==> src/rtl/axis_switch_pkg.sv <==
// Shared types and helpers for the round-robin packet-locked AXI-Stream switch.
// Arbiter state, TDEST range compare and the cyclic first-requester search.
package axis_switch_pkg;

  localparam int MAX_PORTS = 16;

  typedef enum logic {
    ARB_IDLE   = 1'b0,
    ARB_LOCKED = 1'b1
  } arb_state_e;

  function automatic int clog2(input int n);
    int r;
    r = 0;
    for (int i = 0; i < 31; i++) begin
      if ((1 << i) < n) r = i + 1;
    end
    return r;
  endfunction

  function automatic logic dest_in_range(input logic [63:0] d,
                                         input logic [63:0] lo,
                                         input logic [63:0] hi);
    return (d >= lo) && (d <= hi);
  endfunction

  // Returns {found, index} of the first requester at or after ptr, wrapping at n.
  function automatic logic [4:0] rr_pick(input logic [MAX_PORTS-1:0] req,
                                         input logic [3:0] ptr,
                                         input int n);
    logic [4:0] res;
    int idx;
    res = '0;
    for (int o = 0; o < MAX_PORTS; o++) begin
      idx = int'(ptr) + o;
      if (idx >= n) idx = idx - n;
      if ((o < n) && !res[4] && req[idx[3:0]]) res = {1'b1, idx[3:0]};
    end
    return res;
  endfunction

endpackage

==> src/rtl/axis_skid2.sv <==
// Two-entry register slice for one switch output; the input side sees only
// "full", so a full-rate stream survives a one-cycle stall without a bubble.
module axis_skid2
  import axis_switch_pkg::*;
#(
  parameter int DATA_WIDTH = 64,
  parameter int ID_WIDTH   = 1,
  parameter int DEST_WIDTH = 1
) (
  input  logic                  aclk,
  input  logic                  aresetn,
  input  logic                  i_valid,
  input  logic [DATA_WIDTH-1:0] i_data,
  input  logic [ID_WIDTH-1:0]   i_id,
  input  logic [DEST_WIDTH-1:0] i_dest,
  input  logic                  i_last,
  output logic                  o_full,
  output logic                  o_valid,
  input  logic                  i_ready,
  output logic [DATA_WIDTH-1:0] o_data,
  output logic [ID_WIDTH-1:0]   o_id,
  output logic [DEST_WIDTH-1:0] o_dest,
  output logic                  o_last
);

  logic [DATA_WIDTH-1:0] r_data [2];
  logic [ID_WIDTH-1:0]   r_id   [2];
  logic [DEST_WIDTH-1:0] r_dest [2];
  logic [1:0]            r_last;
  logic                  r_wr;
  logic                  r_rd;
  logic [1:0]            r_cnt;
  logic                  w_push;
  logic                  w_pop;

  assign w_push  = i_valid && (r_cnt != 2'd2);
  assign w_pop   = (r_cnt != 2'd0) && i_ready;
  assign o_full  = (r_cnt == 2'd2);
  assign o_valid = (r_cnt != 2'd0);
  assign o_data  = r_data[r_rd];
  assign o_id    = r_id[r_rd];
  assign o_dest  = r_dest[r_rd];
  assign o_last  = r_last[r_rd];

  always_ff @(posedge aclk or negedge aresetn) begin
    if (!aresetn) begin
      r_cnt <= 2'd0;
      r_wr  <= 1'b0;
      r_rd  <= 1'b0;
    end else begin
      r_cnt <= r_cnt + {1'b0, w_push} - {1'b0, w_pop};
      if (w_push) r_wr <= ~r_wr;
      if (w_pop)  r_rd <= ~r_rd;
    end
  end

  // Payload storage carries no reset; occupancy alone decides what is visible.
  always_ff @(posedge aclk) begin
    if (w_push) begin
      r_data[r_wr] <= i_data;
      r_id[r_wr]   <= i_id;
      r_dest[r_wr] <= i_dest;
      r_last[r_wr] <= i_last;
    end
  end

endmodule

==> src/rtl/axis_switch_rrobin_pkt.sv <==
// NSLAVES x NMASTERS AXI-Stream crossbar: per-master round-robin arbiter with
// packet locking, range-based TDEST decode with drop of unroutable packets.
module axis_switch_rrobin_pkt
  import axis_switch_pkg::*;
#(
  parameter int NSLAVES     = 2,
  parameter int NMASTERS    = 2,
  parameter int DATA_WIDTH  = 64,
  parameter int HAS_ID      = 0,
  parameter int HAS_LAST    = 0,
  parameter int HAS_DEST    = 0,
  parameter int ID_WIDTH    = 1,
  parameter int DEST_WIDTH  = 1,
  parameter int DEST_BASE   = 0,
  parameter int DEST_STRIDE = 1,
  parameter int DEST_RANGE  = 0
) (
  input  logic                           aclk,
  input  logic                           aresetn,
  input  logic [NSLAVES-1:0]             s_valid,
  output logic [NSLAVES-1:0]             s_ready,
  input  logic [NSLAVES*DATA_WIDTH-1:0]  s_data,
  input  logic [NSLAVES*ID_WIDTH-1:0]    s_id,
  input  logic [NSLAVES*DEST_WIDTH-1:0]  s_dest,
  input  logic [NSLAVES-1:0]             s_last,
  output logic [NMASTERS-1:0]            m_valid,
  input  logic [NMASTERS-1:0]            m_ready,
  output logic [NMASTERS*DATA_WIDTH-1:0] m_data,
  output logic [NMASTERS*ID_WIDTH-1:0]   m_id,
  output logic [NMASTERS*DEST_WIDTH-1:0] m_dest,
  output logic [NMASTERS-1:0]            m_last,
  output logic [NSLAVES-1:0]             decerr
);

  localparam int CW = DEST_WIDTH + 5;

  logic                  r_en;
  logic [NSLAVES-1:0]    r_drop;
  arb_state_e            r_state     [NMASTERS];
  arb_state_e            w_state_nxt [NMASTERS];
  logic [3:0]            r_gnt       [NMASTERS];
  logic [3:0]            w_gnt_nxt   [NMASTERS];
  logic [3:0]            r_ptr       [NMASTERS];
  logic [3:0]            w_ptr_nxt   [NMASTERS];

  logic [3:0]            w_tgt  [NSLAVES];
  logic [NSLAVES-1:0]    w_hit;
  logic [NSLAVES-1:0]    w_busy;
  logic [NSLAVES-1:0]    w_free;
  logic [NSLAVES-1:0]    w_drop_start;
  logic [NSLAVES-1:0]    w_req  [NMASTERS];

  logic [NMASTERS-1:0]   w_gv;
  logic [3:0]            w_gi   [NMASTERS];
  logic [NMASTERS-1:0]   w_mv;
  logic [DATA_WIDTH-1:0] w_md   [NMASTERS];
  logic [ID_WIDTH-1:0]   w_mi   [NMASTERS];
  logic [DEST_WIDTH-1:0] w_mdst [NMASTERS];
  logic [NMASTERS-1:0]   w_ml;
  logic [NMASTERS-1:0]   w_lastb;
  logic [NMASTERS-1:0]   w_push;
  logic [NMASTERS-1:0]   w_full;

  // Held low from reset assertion until the first clock after release, so no
  // handshake or decode error can appear while the switch is being reset.
  always_ff @(posedge aclk or negedge aresetn) begin
    if (!aresetn) r_en <= 1'b0;
    else          r_en <= 1'b1;
  end

  // Lowest-numbered master whose range holds TDEST wins; widened so no wrap.
  always_comb begin
    logic [CW-1:0] lo;
    logic [CW-1:0] hi;
    lo = '0;
    hi = '0;
    for (int i = 0; i < NSLAVES; i++) begin
      w_hit[i] = 1'b0;
      w_tgt[i] = '0;
      if (HAS_DEST == 0) begin
        w_hit[i] = 1'b1;
      end else begin
        for (int k = NMASTERS - 1; k >= 0; k--) begin
          lo = CW'(DEST_BASE) + CW'(k) * CW'(DEST_STRIDE);
          hi = lo + CW'(DEST_RANGE);
          if (dest_in_range(64'(s_dest[i*DEST_WIDTH +: DEST_WIDTH]), 64'(lo), 64'(hi))) begin
            w_hit[i] = 1'b1;
            w_tgt[i] = 4'(k);
          end
        end
      end
    end
  end

  // A slave mid-packet is owned by exactly one locked master or by the drop path,
  // so only slaves at a packet boundary present a decoded request.
  always_comb begin
    w_busy = '0;
    for (int k = 0; k < NMASTERS; k++) begin
      for (int i = 0; i < NSLAVES; i++) begin
        if ((r_state[k] == ARB_LOCKED) && (r_gnt[k] == 4'(i))) w_busy[i] = 1'b1;
      end
    end
  end

  assign w_free       = s_valid & ~w_busy & ~r_drop & {NSLAVES{r_en}};
  assign w_drop_start = w_free & ~w_hit;
  assign decerr       = w_drop_start;

  always_comb begin
    for (int k = 0; k < NMASTERS; k++) begin
      for (int i = 0; i < NSLAVES; i++) begin
        w_req[k][i] = w_free[i] && w_hit[i] && (w_tgt[i] == 4'(k));
      end
    end
  end

  always_ff @(posedge aclk or negedge aresetn) begin
    if (!aresetn) begin
      for (int k = 0; k < NMASTERS; k++) begin
        r_state[k] <= ARB_IDLE;
        r_gnt[k]   <= '0;
        r_ptr[k]   <= '0;
      end
    end else begin
      for (int k = 0; k < NMASTERS; k++) begin
        r_state[k] <= w_state_nxt[k];
        r_gnt[k]   <= w_gnt_nxt[k];
        r_ptr[k]   <= w_ptr_nxt[k];
      end
    end
  end

  // Pointer moves one past the releasing slave so it becomes lowest priority.
  always_comb begin
    for (int k = 0; k < NMASTERS; k++) begin
      w_state_nxt[k] = r_state[k];
      w_gnt_nxt[k]   = r_gnt[k];
      w_ptr_nxt[k]   = r_ptr[k];
      if (w_push[k] && w_lastb[k]) begin
        w_state_nxt[k] = ARB_IDLE;
        w_ptr_nxt[k]   = (w_gi[k] == 4'(NSLAVES - 1)) ? 4'd0 : w_gi[k] + 4'd1;
      end else if (w_push[k] && (r_state[k] == ARB_IDLE)) begin
        w_state_nxt[k] = ARB_LOCKED;
        w_gnt_nxt[k]   = w_gi[k];
      end
    end
  end

  always_comb begin
    logic [4:0] pick;
    pick = '0;
    for (int k = 0; k < NMASTERS; k++) begin
      pick = rr_pick(MAX_PORTS'(w_req[k]), r_ptr[k], NSLAVES);
      if (r_state[k] == ARB_LOCKED) begin
        w_gv[k] = 1'b1;
        w_gi[k] = r_gnt[k];
      end else begin
        w_gv[k] = pick[4];
        w_gi[k] = pick[3:0];
      end
      w_mv[k]   = 1'b0;
      w_md[k]   = '0;
      w_mi[k]   = '0;
      w_mdst[k] = '0;
      w_ml[k]   = 1'b0;
      for (int i = 0; i < NSLAVES; i++) begin
        if (w_gi[k] == 4'(i)) begin
          w_mv[k]   = s_valid[i];
          w_md[k]   = s_data[i*DATA_WIDTH +: DATA_WIDTH];
          w_mi[k]   = (HAS_ID != 0) ? s_id[i*ID_WIDTH +: ID_WIDTH] : '0;
          w_mdst[k] = s_dest[i*DEST_WIDTH +: DEST_WIDTH];
          w_ml[k]   = s_last[i];
        end
      end
      w_lastb[k] = (HAS_LAST != 0) ? w_ml[k] : 1'b1;
      w_push[k]  = w_gv[k] && w_mv[k] && !w_full[k] && r_en;
    end
  end

  always_comb begin
    for (int i = 0; i < NSLAVES; i++) begin
      s_ready[i] = w_drop_start[i] || (r_drop[i] && r_en);
      for (int k = 0; k < NMASTERS; k++) begin
        if (w_gv[k] && (w_gi[k] == 4'(i)) && !w_full[k] && r_en) s_ready[i] = 1'b1;
      end
    end
  end

  // Unroutable packets are swallowed up to and including their last beat.
  always_ff @(posedge aclk or negedge aresetn) begin
    if (!aresetn) begin
      r_drop <= '0;
    end else begin
      for (int i = 0; i < NSLAVES; i++) begin
        if (w_drop_start[i]) begin
          r_drop[i] <= (HAS_LAST != 0) && !s_last[i];
        end else if (r_drop[i] && s_valid[i] && s_last[i]) begin
          r_drop[i] <= 1'b0;
        end
      end
    end
  end

  for (genvar g = 0; g < NMASTERS; g++) begin : g_skid
    axis_skid2 #(
      .DATA_WIDTH (DATA_WIDTH),
      .ID_WIDTH   (ID_WIDTH),
      .DEST_WIDTH (DEST_WIDTH)
    ) u_skid (
      .aclk    (aclk),
      .aresetn (aresetn),
      .i_valid (w_push[g]),
      .i_data  (w_md[g]),
      .i_id    (w_mi[g]),
      .i_dest  (w_mdst[g]),
      .i_last  (w_lastb[g]),
      .o_full  (w_full[g]),
      .o_valid (m_valid[g]),
      .i_ready (m_ready[g]),
      .o_data  (m_data[g*DATA_WIDTH +: DATA_WIDTH]),
      .o_id    (m_id[g*ID_WIDTH +: ID_WIDTH]),
      .o_dest  (m_dest[g*DEST_WIDTH +: DEST_WIDTH]),
      .o_last  (m_last[g])
    );
  end

endmodule

==> config.mk <==
export PLATFORM = sky130hd
export DESIGN_NAME = axis_switch_rrobin_pkt
export DESIGN_NICKNAME = d
export VERILOG_FILES = /design/src/rtl/axis_switch_pkg.sv /design/src/rtl/axis_skid2.sv /design/src/rtl/axis_switch_rrobin_pkt.sv
export SDC_FILE = /design/constraint.sdc
export NUM_CORES = 1
export LEC_CHECK = 0
export ABC_AREA = 1
export BUFFER_PORTS_ARGS = -buffer_cell sky130_fd_sc_hd__buf_2
export CAP_MARGIN = 30
export CORE_MARGIN = 1.5
export CORE_UTILIZATION = 45
export DETAILED_ROUTE_END_ITERATION = 6
export PLACE_DENSITY = 0.71
export SLEW_MARGIN = 20
export SYNTH_ARGS = -nofsm -noshare
export SYNTH_HDL_FRONTEND = slang
export SYNTH_SLANG_ARGS = --single-unit
==> constraint.sdc <==
create_clock -name aclk -period 7 [get_ports aclk]
set_clock_uncertainty 0.15 [all_clocks]
set_input_delay 1.4 -clock aclk [delete_from_list [all_inputs] [get_ports aclk]]
set_output_delay 1.4 -clock aclk [all_outputs]
set_load 0.01 [all_outputs]
==> out/qor.csv, run 1 <==
stage,metric,value,unit
run_status,outcome,"finished, final reports clean",
timing,rsz0062_at_grt,no,
worst_setup_path,startpoint,r_ptr[4]$_DFFE_PN0N_,
worst_setup_path,r2r-start,r_gnt[0]$_DFFE_PN0P_,
timing,tightestPinTransition,925,ps
clocking,cts_buffer_depth,3,
worst_setup_path,path_class,flip-flop to output pin,
die,design.die.area,29400,um^2
die,core,27900,um^2
power_and_ir_drop,p_leak,6.97,nW
worst_setup_path,crit_chain,inv_1 -> ha_1 -> ha_1 -> inv_1 -> o21ai_0 -> o21ai_0 -> nand2_1 -> a31oi_1 -> nand3_1 -> o21ai_0 -> buf_2,
placed_design,dp.cells,1748,
routing,viasPerCell,5.02,
clocking,cts_sinks,287,
yosys,synth_seq_area_share,66.6,%
routing,detail-route-antenna-nets,0,
yosys,synth-adder-area-share,0.980,%
yosys,syn_area,12800,um^2
worst_setup_path,required,5450,ps
grt,antenna_found_initial,2,
timing,slew_headroom,38.3,%
yosys,synth_compound_area_share,9.66,%
timing,hold_viol_final,0,
worst_setup_path,arrival,3070,ps
hold_path,hp-class,flip-flop to flip-flop,
timing,setup_violations,0,
power_and_ir_drop,p_per_area,393,nW/um^2
timing,max_clock_freq,216,MHz
worst_setup_path,reg2regPathDepth,16,
routing,drt_wl_total,31.4,mm
die,ios,280,
die,rows,61,
clocking,ctsHoldBuffers,0,
hold_path,hold_path.startpoint,r_gnt[4]$_DFFE_PN0P_,
clocking,cts_setup_buffers,0,
placed_design,dp_hpwl,19.5,mm
yosys,synth-xor-area-share,0.549,%
yosys,yosys_warnings,0,
worst_setup_path,cpMostUsedCell,o21ai_0,
worst_setup_path,r2r_end,g_skid[0].u_skid.r_data[0][24]$_DFFE_PP_,
worst_setup_path,worstPathMaxFanout,9,
routing,wl_per_cell,17.3,um
yosys,synth-simple-area-share,14.2,%
grt,gr-total-overflow,0,
yosys,synth_top_family_by_area,simple AND/OR/NAND/NOR gates,
worst_setup_path,startpoint_type,flip-flop,
timing,fin_tns_setup,0,ps
timing,drv_slew,0,
power_and_ir_drop,max-vdd-ir-drop,0.352,mV
routing,dr.pass1.iters,5,
grt,grt_pass1_vias,8854,
clocking,cts_buffers,31,
yosys,synthCells,1159,
hold_path,min_to,r_gnt[4]$_DFFE_PN0P_,
placed_design,port_buffers,271,
finish,area.sequential,8510,um^2
clocking,cts-root-buf,clkbuf_16,
hold_path,hold_path_depth,0,
timing,fin_crit,4620,ps
finish,num-fill-cells,2382,
grt,grt_max_degree,68,
die,die_x,171,um
routing,drt-initial-drc-count,486,
yosys,synth.mux.area_fraction,0,%
clocking,cts_tree,yes,
clocking,path_clk_slew,70,ps
worst_setup_path,r2r_setup_slack,2700,ps
finish,drive_gt1_share,28.3,%
worst_setup_path,cpPeakStageDelay,510,ps
clocking,insertion_delay,540,ps
timing,fin_crit_sh,66.0,%
die,start_util,45.8,%
worst_setup_path,cp_slowest_cell,dfrtp_1,
die,die_y,171,um
clocking,ctsResizeCount,0,
finish,layout-area-overhead-vs-synth,21.0,%
placed_design,gp_congestion,0.824,
finish,nNetsFinal,1554,
yosys,synth_area_per_cell,11.0,um^2
grt,grt_pass1_wl,46.7,mm
finish,instances_no_fill,1809,
grt,track_usage,20.8,%
finish,multi_input_area,3330,um^2
routing,vias,9087,
worst_setup_path,endpoint_kind,output pin,
yosys,ys_types,31,
flow_run,max-cap-violations,0,
routing,drc,0,
yosys,synth-seq-cells,287,
clocking,htreeDepth,1,
critical path, delay by kind of cell (launching register included):
kind / cells / cell delay, ps
compound gates: 4 / 770
fa+ha+maj: 2 / 590
buf+inv: 3 / 420
flops: 1 / 510
simple gates: 2 / 230
registers in the layout, summed over array words and instances, names as in the netlist:
name	flops
r_ptr	4
r_state	2
g_skid.u_skid.r_dest	4
g_skid.u_skid.r_last	4
r_gnt	8
g_skid.u_skid.r_cnt	4
g_skid.u_skid.r_wr	2
g_skid.u_skid.r_data	256
r_en	1
g_skid.u_skid.r_rd	2
metrics by stage:
| stage | area [um^2] | setup WS (ps) | util, % | power, mW | hold slack [ps] |
|---|---|---|---|---|---|
| floorplan | 12800 | 1580 | - | 3.73 | 301 |
| global placement | 14400 | 2450 | 51.5 | 4.44 | 239 |
| detailed placement | 14400 | 2480 | 51.7 | 4.51 | 242 |
| CTS | 15400 | 2360 | 55.4 | 6.14 | 258 |
| global route | 15500 | 2100 | 55.5 | 6.40 | 283 |
| finish | 15500 | 2380 | 55.5 | 6.08 | 254 |
report_power, final:
| group | switching, mW | internal, mW | leakage (nW) |
|---|---|---|---|
| Clock | 0.642 | 0.984 | 0.498 |
| Sequential | 0.0558 | 2.20 | 2.68 |
| Combinational | 1.50 | 0.700 | 3.79 |
Yosys cell counts, drive strengths merged:
| library cell | count | share of area, % |
|---|---|---|
| and2 | 1 | 0.049 |
| nor2 | 18 | 0.67 |
| o21ai | 12 | 0.47 |
| or2 | 3 | 0.15 |
| a21oi | 3 | 0.12 |
| ha | 10 | 0.98 |
| o31ai | 1 | 0.059 |
| nor3 | 1 | 0.039 |
| a211oi | 1 | 0.059 |
| edfxtp | 264 | 62 |
| xnor2 | 4 | 0.27 |
| o22ai | 130 | 8.8 |
| xor2 | 4 | 0.27 |
| dfrtp | 23 | 4.5 |
| a31oi | 1 | 0.049 |
| nand2 | 426 | 13 |
| conb | 2 | 0.059 |
| o21bai | 1 | 0.088 |
| nor4 | 1 | 0.049 |
| inv | 160 | 4.7 |
| buf | 28 | 1.8 |
| nand3 | 14 | 0.55 |
| nand3b | 2 | 0.12 |
| clkbuf | 49 | 1.4 |
cells in the final DEF (no fill, tap or decap), types with 2 or more instances in the layout:
cell type,n
nand2_1,421
buf_2,271
edfxtp_1,264
inv_1,157
o22ai_1,80
o22ai_2,50
clkbuf_16,31
dfrtp_1,21
nor2_1,13
nand3_1,12
o21ai_0,12
buf_4,12
ha_1,10
clkbuf_1,9
clkinv_2,5
conb_1,5
xnor2_1,4
nand2_2,4
nor2_4,4
xor2_1,4
clkinv_1,4
bufinv_16,4
or2_2,3
diode_2,2
nand3b_1,2
nand3_4,2
a21oi_1,2
inv_2,2
clkinv_4,2
clkbuf_8,2
dfrtp_2,2
buf_16,2
final cells by class:
cell class	instances	share of cell area (%)
inverter	160	3.90
sequential	287	55.0
antenna	2	0.0324
multi-input combinational	638	21.6
timing repair buffer	286	9.75
clock inverter	16	1.22
clock buffer	42	5.42
tap	378	3.06
cell families after synthesis:
kind of cell / Yosys count
AND/OR/NAND/NOR: 466
flip-flops: 287
buffers and inverters: 237
AO/OA/AOI/OAI: 149
adder cells (fa/ha/maj): 10
XOR/XNOR: 8
other: 2
worst max-delay path by stage:
| stage | endpoint | slack [ps] | cells past startpoint |
|---|---|---|---|
| detailed placement | g_skid[0].u_skid.r_data[0][39]$_DFFE_PP_ | 2480 | 14 |
| global placement | g_skid[0].u_skid.r_data[0][41]$_DFFE_PP_ | 2450 | 16 |
| CTS | s_ready[1] | 2360 | 13 |
| global route | s_ready[1] | 2100 | 13 |
| finish | s_ready[1] | 2380 | 11 |
| floorplan | g_skid[1].u_skid.r_data[0][0]$_DFFE_PP_ | 1580 | 6 |
per-layer routing:
| metal | up-vias | global-route usage [%] | routed length [um] |
|---|---|---|---|
| met4 | 0 | 8.01 | 1030 |
| met3 | 59 | 2.60 | 1810 |
| li1 | 4349 | - | - |
| met2 | 335 | 36.1 | 15700 |
| met1 | 4344 | 26.6 | 12800 |
| met5 | - | 0 | 0 |
Power figures use the tool's default switching activity.
==> inputs of run 2 (changes only) <==
Clock period 7 ns to 4.2 ns, I/O delays scaled along.
==> out/qor.csv, run 2 (synthesized netlist as in run 1, its figures left out) <==
stage,metric,value,unit,change
run_status,outcome,"finished, final reports clean",,
worst_setup_path,required,3210,ps,-2240 ps
routing,detail-route-antenna-nets,0,,unchanged
finish,top_register,g_skid.u_skid.r_data,,
worst_setup_path,path_class,flip-flop to output pin,,
finish,top_regs,"g_skid.u_skid.r_data x256, r_gnt x8",,
grt,grt_max_degree,68,,unchanged
timing,rsz0062_at_grt,no,,
worst_setup_path,cpMostUsedCell,nand2_1,,
timing,max_clock_freq,255,MHz,
die,die_y,171,um,unchanged
finish,layout-area-overhead-vs-synth,21.7,%,
clocking,cts-root-buf,clkbuf_16,,
timing,fin_tns_setup,0,ps,unchanged
hold_path,hp-class,input pin to async pin,,
finish,fin_util,55.8,%,+0.31 points
clocking,cts_sinks,287,,unchanged
finish,largest_register_ffs,256,,unchanged
clocking,ctsHoldBuffers,0,,unchanged
grt,grt_pass1_vias,9280,,+4.8%
power_and_ir_drop,p_leak,7.00,nW,+0.52%
finish,drive_gt1_share,29.0,%,+0.76 points
die,core,27900,um^2,unchanged
routing,drt_wl_total,32.6,mm,+3.7%
timing,slew_headroom,34.0,%,-4.3 points
worst_setup_path,arrival,2930,ps,-140 ps
die,ios,280,,unchanged
grt,grt_pass1_wl,49.2,mm,+5.5%
finish,final_cell_mix,"421 x nand2_1, 271 x buf_2, 264 x edfxtp_1, 157 x inv_1, 80 x o22ai_1",,
die,start_util,45.8,%,unchanged
placed_design,gp_congestion,0.790,,-4.1%
worst_setup_path,crit_chain,ha_1 -> xnor2_2 -> ha_2 -> inv_1 -> nor2_4 -> nand2_1 -> nand2_1 -> nand2_1 -> nor2_2 -> nand2_1 -> a31oi_1 -> nand3_1 -> o21ai_0 -> buf_2,,
timing,fin_crit,3920,ps,
timing,drv_slew,0,,unchanged
clocking,cts_buffer_depth,3,,unchanged
grt,antenna_found_initial,2,,unchanged
clocking,cts_buffers,31,,unchanged
worst_setup_path,critPathBufInv,2,,-1
routing,drt-initial-drc-count,657,,+35%
timing,fin_crit_sh,93.3,%,
routing,drc,0,,unchanged
routing,wl_per_cell,18.0,um,+3.5%
power_and_ir_drop,p_per_area,661,nW/um^2,+68%
routing,vias,9247,,+1.8%
finish,nNetsFinal,1561,,+0.45%
clocking,insertion_delay,540,ps,about the same
grt,track_usage,22.0,%,+1.2 points
timing,hold_viol_final,0,,unchanged
placed_design,dp_hpwl,19.7,mm,+0.94%
worst_setup_path,worstPathMaxFanout,9,,unchanged
timing,setup_violations,0,,unchanged
die,rows,61,,unchanged
die,die_x,171,um,unchanged
die,design.die.area,29400,um^2,unchanged
worst_setup_path,cpLargestDelayFamily,simple AND/OR/NAND/NOR gates,,
routing,viasPerCell,5.10,,+1.5%
clocking,path_clk_slew,70,ps,about the same
worst_setup_path,cp_slowest_cell,dfrtp_2,,
timing,tightestPinTransition,990,ps,+65.0 ps
finish,mostFrequentLayoutCell,nand2_1,,
power_and_ir_drop,max-vdd-ir-drop,0.530,mV,+50%
placed_design,port_buffers,271,,unchanged
clocking,htreeDepth,1,,unchanged
flow_run,max-cap-violations,0,,unchanged
routing,dr.pass1.iters,5,,unchanged
clocking,cts_tree,yes,,
grt,gr-total-overflow,0,,unchanged
worst_setup_path,cpPeakStageDelay,470,ps,-40 ps
worst_setup_path,endpoint_kind,output pin,,
worst_setup_path,startpoint_type,flip-flop,,
-- run 2: path summary, 6_finish.rpt --
check,startpoint,end,slack [ps],cells after the start
worst max-delay path,r_ptr[4]$_DFFE_PN0N_,s_ready[1],280,14
worst min-delay path,aresetn,r_ptr[7]$_DFFE_PN0N_,140,1
worst max register to register,r_ptr[4]$_DFFE_PN0N_,g_skid[0].u_skid.r_data[0][16]$_DFFE_PP_,690,16
worst min register to register,r_gnt[2]$_DFFE_PN0P_,r_gnt[2]$_DFFE_PN0P_,250,0
max in group asynchronous,aresetn,r_ptr[4]$_DFFE_PN0N_,3360,1
min in group aclk,r_gnt[2]$_DFFE_PN0P_,r_gnt[2]$_DFFE_PN0P_,250,0
-- run 2: final cells by class --
| type | count | area [um^2] |
|---|---|---|
| fillers | 2366 | 12300 |
| clock buffers | 36 | 795 |
| well taps | 378 | 473 |
| flip-flops and latches | 287 | 8510 |
| multi-input cells | 638 | 3340 |
| clock inverters | 19 | 255 |
| diodes | 2 | 5.00 |
| repair buffers | 293 | 1560 |
| inverters | 160 | 602 |
-- run 2: report_power, final --
group	switching [mW]	total, mW	internal, mW
clock	1.08	2.79	1.72
sequential	0.0954	3.76	3.66
combinational	2.52	3.72	1.20
-- run 2: timing repair --
action,CTS,global route
buffers inserted,0,1
endpoints found under the setup margin,0,2
gates resized for setup,0,3
-- run 2: layer usage --
layer	track usage, %	wire length (um)	vias up	part of all wire, %
met4	6.90	872	0	2.7
met1	28.3	13400	4497	41
li1	-	-	4357	-
met5	0	0	-	0
met3	3.01	1910	56	5.9
met2	38.4	16400	337	50
-- run 2: per-stage QoR --
stage          setup slack, ps  cell area, um^2  total power, mW  cells  hold WS, ps
2_1_floorplan             -656            12800             6.22   1162          301
3_3_place_gp               655            14500             7.50   1755          238
3_5_place_dp               590            14500             7.57   1755          240
4_1_cts                    156            15500             10.4   1810          130
5_1_grt                   3.00            15500             10.9   1813          156
6_report                   283            15500             10.3   1813          139
==> inputs of run 3 (changes only) <==
Settings changed: CORE_UTILIZATION 45 to 49, PLACE_DENSITY 0.71 to 0.76.
==> out/qor.csv, run 3 (synthesized netlist as in run 1, its figures left out) <==
stage,metric,value,unit,change
run_status,outcome,"finished, final reports clean",,
worst_setup_path,required,3210,ps,about the same
finish,drive_gt1_share,28.3,%,-0.75 points
worst_setup_path,endpoint_kind,output pin,,
die,die_x,164,um,-4.1%
timing,setup_violations,0,,unchanged
die,ios,280,,unchanged
grt,grt_max_degree,68,,unchanged
finish,top_register,g_skid.u_skid.r_data,,
worst_setup_path,cpLargestDelayFamily,adder cells,,
finish,multi_input_area,3350,um^2,+0.11%
finish,final_cell_mix,"421 x nand2_1, 271 x buf_2, 264 x edfxtp_1, 157 x inv_1, 80 x o22ai_1",,
finish,num-fill-cells,2034,,-14%
power_and_ir_drop,p_per_area,650,nW/um^2,-1.7%
worst_setup_path,worstPathMaxFanout,9,,unchanged
finish,largest_register_ffs,256,,unchanged
routing,vias,9295,,+0.52%
routing,detail-route-antenna-nets,0,,unchanged
finish,nNetsFinal,1558,,-0.19%
routing,drt_wl_total,32.2,mm,-1.1%
routing,viasPerCell,5.29,,+3.8%
grt,grt_pass1_vias,9341,,+0.66%
power_and_ir_drop,max-vdd-ir-drop,0.671,mV,+27%
routing,drt-initial-drc-count,953,,+45%
worst_setup_path,crit_chain,inv_1 -> ha_1 -> ha_1 -> inv_1 -> o21ai_0 -> o21ai_1 -> nand3_1 -> nand2_1 -> nand2_1 -> nand2_2 -> nand3_1 -> o21ai_0 -> buf_2,,
timing,finalHoldWorstSlack,140,ps,+1.02 ps
worst_setup_path,critPathBufInv,3,,+1
clocking,cts_tree,yes,,
die,die_y,164,um,-4.1%
finish,layout-area-overhead-vs-synth,20.0,%,
clocking,cts_buffers,29,,-6.5%
flow_run,max-cap-violations,0,,unchanged
grt,grt_pass1_wl,48.7,mm,-1.2%
placed_design,port_buffers,271,,unchanged
placed_design,post-place-ws,579,ps,-10.4 ps
routing,drc,0,,unchanged
finish,instances_no_fill,1756,,-3.1%
worst_setup_path,cpPeakStageDelay,450,ps,-20 ps
die,start_util,50.3,%,+4.4 points
worst_setup_path,r2r_setup_slack,730,ps,+40 ps
worst_setup_path,path_class,flip-flop to output pin,,
grt,antenna_found_initial,1,,-1
finish,top_regs,"g_skid.u_skid.r_data x256, r_gnt x8",,
clocking,cts_sinks,287,,unchanged
worst_setup_path,arrival,2980,ps,+50 ps
timing,slew_headroom,38.4,%,+4.4 points
finish,final_area,15300,um^2,-1.4%
timing,setup_slack,231,ps,-52.3 ps
power_and_ir_drop,p_leak,6.94,nW,-0.95%
timing,rsz0062_at_grt,no,,
worst_setup_path,startpoint_type,flip-flop,,
routing,dr.pass1.iters,5,,unchanged
grt,gr-total-overflow,0,,unchanged
hold_path,hp-class,input pin to async pin,,
timing,max_clock_freq,252,MHz,-1.3%
clocking,htreeDepth,1,,unchanged
grt,track_usage,23.5,%,+1.5 points
worst_setup_path,r2r-start,r_ptr[4]$_DFFE_PN0N_,,
worst_setup_path,cp_slowest_cell,dfrtp_2,,
placed_design,dp_hpwl,20.1,mm,+2.0%
timing,drv_slew,0,,unchanged
die,design.die.area,27000,um^2,-8.0%
die,rows,58,,-4.9%
finish,area.sequential,8510,um^2,unchanged
worst_setup_path,reg2regPathDepth,13,,-3
die,core,25400,um^2,-8.8%
timing,fin_crit,3970,ps,+52.3 ps
clocking,cts_buffer_depth,3,,unchanged
timing,hold_viol_final,0,,unchanged
placed_design,gp_congestion,0.840,,+6.4%
clocking,insertion_delay,530,ps,about the same
routing,wl_per_cell,18.3,um,+2.1%
timing,fin_tns_setup,0,ps,unchanged
clocking,cts-root-buf,clkbuf_16,,
placed_design,post_dp_cell_area,14400,um^2,-0.35%
timing,fin_crit_sh,94.5,%,+1.2 points
worst_setup_path,r2r_end,g_skid[0].u_skid.r_data[1][32]$_DFFE_PP_,,
placed_design,dp.cells,1705,,-2.8%
clocking,path_clk_slew,60,ps,about the same
timing,tightestPinTransition,925,ps,-65.8 ps
finish,mostFrequentLayoutCell,nand2_1,,
==> run 3: what timing repair did <==
item | 4_1_cts | 5_1_grt
buffers inserted | 1 | 0
resized for setup | 0 | 4
hold endpoints to repair | 0 | 0
setup endpoints to repair | 1 | 2
hold buffers | 0 | 0
gates cloned | 0 | 0
==> run 3: worst register-to-register path, stage by stage, from the launching register on <==
cell and delay, ps:
dfrtp_2 450, inv_1 110, ha_1 350, ha_1 240
inv_1 120, o21ai_0 150, o21ai_1 230, nand3_1 110
nand2_1 70, nand2_1 110, nand2_2 140, o21bai_2 130
nor3_4 200, buf_4 520
==> run 3: where the power goes <==
part / switching, mW / internal, mW / leakage (nW)
combinational: 2.53 / 1.22 / 3.83
clock: 1.01 / 1.44 / 0.428
sequential: 0.0984 / 3.66 / 2.67
total: 3.64 / 6.32 / 6.94
==> run 3: metrics by stage <==
stage	util, %	power [mW]
2_1_floorplan	-	6.22
6_report	60.3	9.96
4_1_cts	60.2	10.0
3_3_place_gp	56.7	7.44
5_1_grt	60.3	10.5
3_5_place_dp	56.7	7.55
==> run 3: final cells by class <==
class                           instances  area share [%]
Multi-Input combinational cell        638            21.8
Clock inverter                         10           0.784
Sequential cell                       287            55.5
Clock buffer                           38            4.96
Tap cell                              330            2.69
Inverter                              160            3.92
Timing Repair Buffer                  292            10.3
Antenna cell                            1          0.0163
==> run 3: metal layers <==
layer / routed length, um / GRT usage [%] / up-vias
met1: 12800 / 30.0 / 4460
met4: 850 / 8.23 / 0
met2: 16500 / 41.7 / 416
met3: 2120 / 2.69 / 71
li1: - / - / 4348
met5: 0 / 0 / -
==> run 3: worst max-delay path by stage <==
stage,start,to,cells after the start
2_1_floorplan,s_valid[1],g_skid[1].u_skid.r_data[0][0]$_DFFE_PP_,6
5_1_grt,r_ptr[4]$_DFFE_PN0N_,s_ready[1],13
4_1_cts,r_ptr[4]$_DFFE_PN0N_,s_ready[1],11
3_3_place_gp,r_ptr[4]$_DFFE_PN0N_,s_ready[0],14
3_5_place_dp,r_ptr[4]$_DFFE_PN0N_,s_ready[0],16
6_report,r_ptr[4]$_DFFE_PN0N_,s_ready[1],13
